## config.mk

```make
export PLATFORM = sky130hd
export DESIGN_NAME = bcd_seg_scan
export DESIGN_NICKNAME = d
export VERILOG_FILES = /design/src/rtl/bcd_seg_scan.sv
export SDC_FILE = /design/constraint.sdc
export NUM_CORES = 1
export LEC_CHECK = 0
export CAP_MARGIN = 20
export CORE_MARGIN = 5
export CORE_UTILIZATION = 48
export CTS_CLUSTER_DIAMETER = 60
export DETAILED_ROUTE_END_ITERATION = 10
export GPL_TIMING_DRIVEN = 0
export HOLD_SLACK_MARGIN = 0.03
export PLACE_DENSITY = 0.76
export SLEW_MARGIN = 15
export SYNTH_ARGS = -nofsm -noshare
export SYNTH_HDL_FRONTEND = slang
export SYNTH_SLANG_ARGS = --single-unit
```

## constraint.sdc

```tcl
create_clock -name clk -period 2.2 [get_ports clk]
set_clock_uncertainty 0.05 [all_clocks]
set_input_delay 0.22 -clock clk [delete_from_list [all_inputs] [get_ports clk]]
set_output_delay 0.22 -clock clk [all_outputs]
set_load 0.05 [all_outputs]
```

## src/rtl/bcd_seg_scan.sv

```systemverilog
// bcd_seg_scan: multiplexed common-anode seven-segment driver
// shadowed BCD digits, leading-zero blanking, invalid-BCD flag
module bcd_seg_scan #(
  parameter int NUM_DIGITS  = 4,
  parameter int REFRESH_DIV = 100000
) (
  input  logic                          clk,
  input  logic                          rst,
  input  logic [4*NUM_DIGITS-1:0]       bcd_in,
  input  logic [NUM_DIGITS-1:0]         dp_in,
  input  logic                          load,
  input  logic                          blank_lz,
  output logic [6:0]                    seg,
  output logic                          dp,
  output logic [NUM_DIGITS-1:0]         an,
  output logic [$clog2(NUM_DIGITS)-1:0] digit_idx,
  output logic                          bcd_err
);

  localparam int IW = $clog2(NUM_DIGITS);
  localparam int CW =
    (REFRESH_DIV > 1) ? $clog2(REFRESH_DIV) : 1;

  localparam logic [CW-1:0] TC   = CW'(REFRESH_DIV - 1);
  localparam logic [IW-1:0] LAST = IW'(NUM_DIGITS - 1);

  localparam logic [6:0] SEG_OFF  = 7'h7F;
  localparam logic [6:0] SEG_DASH = 7'h3F;

  logic [4*NUM_DIGITS-1:0] sh_bcd;
  logic [NUM_DIGITS-1:0]   sh_dp;
  logic [CW-1:0]           cnt;
  logic [IW-1:0]           idx;
  logic                    tc;

  logic [3:0]              nib [NUM_DIGITS];
  logic [NUM_DIGITS-1:0]   zhi;
  logic [3:0]              cur_nib;
  logic                    cur_dp;
  logic                    cur_blank;
  logic [NUM_DIGITS-1:0]   an_nx;
  logic                    any_bad;

  function automatic logic [6:0] seg_of(
    input logic [3:0] d
  );
    logic [6:0] s;
    case (d)
      4'd0:    s = 7'h40;
      4'd1:    s = 7'h79;
      4'd2:    s = 7'h24;
      4'd3:    s = 7'h30;
      4'd4:    s = 7'h19;
      4'd5:    s = 7'h12;
      4'd6:    s = 7'h02;
      4'd7:    s = 7'h78;
      4'd8:    s = 7'h00;
      4'd9:    s = 7'h10;
      default: s = SEG_DASH;
    endcase
    return s;
  endfunction

  assign tc = (cnt == TC);

  // split the shadow vector into nibbles
  always_comb begin
    for (int i = 0; i < NUM_DIGITS; i++) begin
      nib[i] = sh_bcd[4*i +: 4];
    end
  end

  // zhi[k]: digit k and every higher digit are zero
  always_comb begin
    logic z;
    z   = 1'b1;
    zhi = '0;
    for (int i = NUM_DIGITS - 1; i >= 0; i--) begin
      z      = z & (nib[i] == 4'd0);
      zhi[i] = z;
    end
  end

  // select the digit at the scan index
  always_comb begin
    cur_nib   = '0;
    cur_dp    = 1'b0;
    cur_blank = 1'b0;
    an_nx     = '1;
    for (int i = 0; i < NUM_DIGITS; i++) begin
      if (IW'(i) == idx) begin
        cur_nib   = nib[i];
        cur_dp    = sh_dp[i];
        cur_blank = blank_lz && (i != 0) && zhi[i];
        an_nx[i]  = 1'b0;
      end
    end
  end

  // any shadow nibble outside 0..9
  always_comb begin
    any_bad = 1'b0;
    for (int i = 0; i < NUM_DIGITS; i++) begin
      any_bad = any_bad | (nib[i] > 4'd9);
    end
  end

  // capture display data on load
  always_ff @(posedge clk) begin
    if (rst) begin
      sh_bcd <= '0;
      sh_dp  <= '0;
    end else if (load) begin
      sh_bcd <= bcd_in;
      sh_dp  <= dp_in;
    end
  end

  // refresh divider and scan index
  always_ff @(posedge clk) begin
    if (rst) begin
      cnt <= '0;
      idx <= '0;
    end else if (tc) begin
      cnt <= '0;
      idx <= (idx == LAST) ? '0 : idx + IW'(1);
    end else begin
      cnt <= cnt + CW'(1);
    end
  end

  // display outputs from previous-cycle state
  always_ff @(posedge clk) begin
    if (rst) begin
      seg       <= SEG_OFF;
      dp        <= 1'b1;
      an        <= '1;
      digit_idx <= '0;
    end else begin
      seg       <= cur_blank ? SEG_OFF
                             : seg_of(cur_nib);
      dp        <= ~cur_dp;
      an        <= an_nx;
      digit_idx <= idx;
    end
  end

  // invalid-BCD flag follows the shadow digits
  always_ff @(posedge clk) begin
    if (rst) bcd_err <= 1'b0;
    else     bcd_err <= any_bad;
  end

endmodule

```

==> results of run 1 <==
-- cells in the mapped netlist (all sizes together), types with 3 or more instances --
cell / count / area [um^2]
dfxtp: 54 / 1080
buf: 3 / 31.3
a211o: 3 / 26.3
clkbuf: 9 / 33.8
nand2b: 6 / 37.5
or3: 3 / 23.8
ha: 11 / 138
inv: 12 / 45.0
nor3b: 3 / 22.5
a21oi: 7 / 35.0
nor4: 7 / 58.8
o21ai: 10 / 50.1
nand3b: 3 / 22.5
a211oi: 4 / 30.0
a22oi: 3 / 22.5
nand3: 8 / 40.0
xnor2: 9 / 78.8
xor2: 3 / 26.3
nor2: 41 / 154
mux2i: 25 / 250
nand2: 7 / 26.3
-- path summary, 6_finish.rpt --
path	from	endpoint	slack, ns	cells after the start
hold / removal	rst	an[3]	0.25	2
hold reg to reg	cnt[0]	cnt[0]	0.42	1
setup / recovery	idx[1]	seg[4]	0.12	7
setup reg to reg	idx[1]	seg[4]	0.12	7
-- where the power goes --
group          internal [mW]  leakage [nW]  switching, mW
Clock                  0.340        0.0514          0.318
Combinational          0.130         0.724          0.148
Sequential              1.02         0.444         0.0282
Total                   1.49          1.22          0.495
-- layer usage --
| layer | global-route usage, % | share of wire (%) |
|---|---|---|
| met4 | 5.24 | 1.3 |
| met5 | 0 | 0 |
| met2 | 26.7 | 48 |
| met3 | 4.61 | 5.9 |
| met1 | 20.5 | 45 |
-- layout make-up --
type	count	area share (%)
Clock inverter	2	1.20
Sequential cell	54	34.6
Clock buffer	6	2.32
Tap cell	70	2.80
Timing Repair Buffer	39	12.2
Buffer	12	2.76
Multi-Input combinational cell	179	42.6
Inverter	12	1.44
-- flip-flops by register name, summed over array words and instances (netlist names) --
register / count
sh_dp: 4
an: 4
dp: 1
idx: 2
seg: 7
cnt: 17
bcd_err: 1
sh_bcd: 16
digit_idx: 2
-- worst max-delay path, cell delays in order (launching register included) --
cell and delay [ns]:
dfxtp_2 0.35, buf_4 0.14, ha_4 0.16, a211oi_1 0.25
a211o_1 0.17, clkbuf_1 0.37, mux2_2 0.39, a21oi_1 0.13
-- cells in the final DEF, fill, tap and decap left out, types with 8 or more instances in the layout --
| cell type | count |
|---|---|
| dfxtp_1 | 52 |
| nor2_1 | 41 |
| clkdlybuf4s50_1 | 36 |
| mux2i_1 | 25 |
| o21ai_0 | 10 |
| xnor2_1 | 9 |
| inv_1 | 8 |
| clkbuf_1 | 8 |
| nand3_1 | 8 |
-- cell families after synthesis --
family | after synthesis | synth area share [%]
compound gates | 36 | 10.0
xor+xnor | 12 | 4.28
fa+ha+maj | 11 | 5.61
buf+inv | 24 | 4.49
flops | 54 | 44.1
mux | 26 | 10.7
simple gates | 94 | 20.9
-- metrics by stage --
step                cell area [um^2]  utilization [%]  total power [mW]  std cells  setup slack [ns]
floorplan                       2450                -              1.24        257            0.0446
detailed placement              2900             57.5              1.34        363            -0.256
global placement                2900             57.5              1.33        363            -0.222
CTS                             3050             60.5              1.99        373           0.00542
finish                          3130             62.1              1.98        374             0.123
global route                    3130             62.1              2.08        374            0.0177
-- repair_timing --
item / CTS / global route
cloned: 0 / 0
endpoints found under the setup margin: 7 / 7
resized for setup: 9 / 20
pin swaps: 1 / 1
buffers inserted: 2 / 1
==> out/results.ini, run 1 <==
[outcome]
status=finished clean

[global_route]
grt_antenna_before_repair=0
grt_pass1_vias=1828
grt.overflow.total=0
grt_max_degree=17
grtUsageTotal_pct=16.2
grt_pass1_wl_um=8350

[floorplan]
ios=39
core_um2=5040
start_util_pct=48.7
die_x_um=81.5
rows=26
die-height_um=81.5
dieArea_um2=6640

[synth]
synth-main-ff-cell=dfxtp_1
synthesis.nets=292
synthArstFlopShare_pct=0
ys_warn_count=0
synthCells=257
synth_edf_count=0
ys_types=49
syn_avg_cell_area_um2=9.55
ys_ff_latch=54
syn_area_um2=2450
ys_seq_area_share_pct=44.1

[critical_path]
worstSetupEndpointType=flip-flop
arrival_ns=2.27
cp_max_fo=9
crit_required_ns=2.40
critPathLaunchType=flip-flop
critPathKind=reg -> reg

[sta]
fin_hold_ws_ns=0.250
post-route-period-util_pct=94.4
relSlewSlack_pct=54.1
rsz0062_at_grt=no
setup_violations=0
finalSetupTns_ns=0
tightest_slew_ns=0.688
min_period_ns=2.08
fmax_ghz=0.481
slew_violations=0
hold_viol_final=0

[cts]
cts_root_buf=clkbuf_8
cts_tree=done
clock-sinks=54
cts_made_buffers=5
max-clock-path-buffers=2
insertion_delay_ns=0.31
ctsHtreeMaxLevel=2
postCtsHoldBufs=0
path_clk_slew_ns=0.09

[pwr]
p_leak_nw=1.22
ir_worst_vdd_mv=0.384
powerDensity_nw_per_um2=634

[routing]
drt_iter0_drc=106
dr.pass1.iters=4
wl_um=4910
drtAntennaViolNets=0
viasPerCell=5.17
drc=0
wl_per_cell_um=13.1
num_vias=1932

[final_layout]
fillCellCount=421
multiInputGateArea_um2=1340
diodes=0
synthToLayoutAreaGrowth_pct=27.6
drive_above_1_share_pct=11.8
nets=338
regArea_um2=1080

[placed_design]
routabilityCongestion=0.812
hpwl_um=3540
portBuffers=36

[run]
drv_cap=0

[worst_hold_path]
hold_class=in -> reg

(Power assumes the default switching activity.)
==> inputs of run 2 (changes only) <==
--- a/config.mk
+++ b/config.mk
@@ -8,7 +8,7 @@
 export CAP_MARGIN = 20
 export CORE_MARGIN = 5
 export CORE_UTILIZATION = 48
-export CTS_CLUSTER_DIAMETER = 60
+export CTS_CLUSTER_DIAMETER = 200
 export DETAILED_ROUTE_END_ITERATION = 10
 export GPL_TIMING_DRIVEN = 0
 export HOLD_SLACK_MARGIN = 0.03
==> results of run 2 <==
Final layout, timing and power as in run 1 (identical DEF).
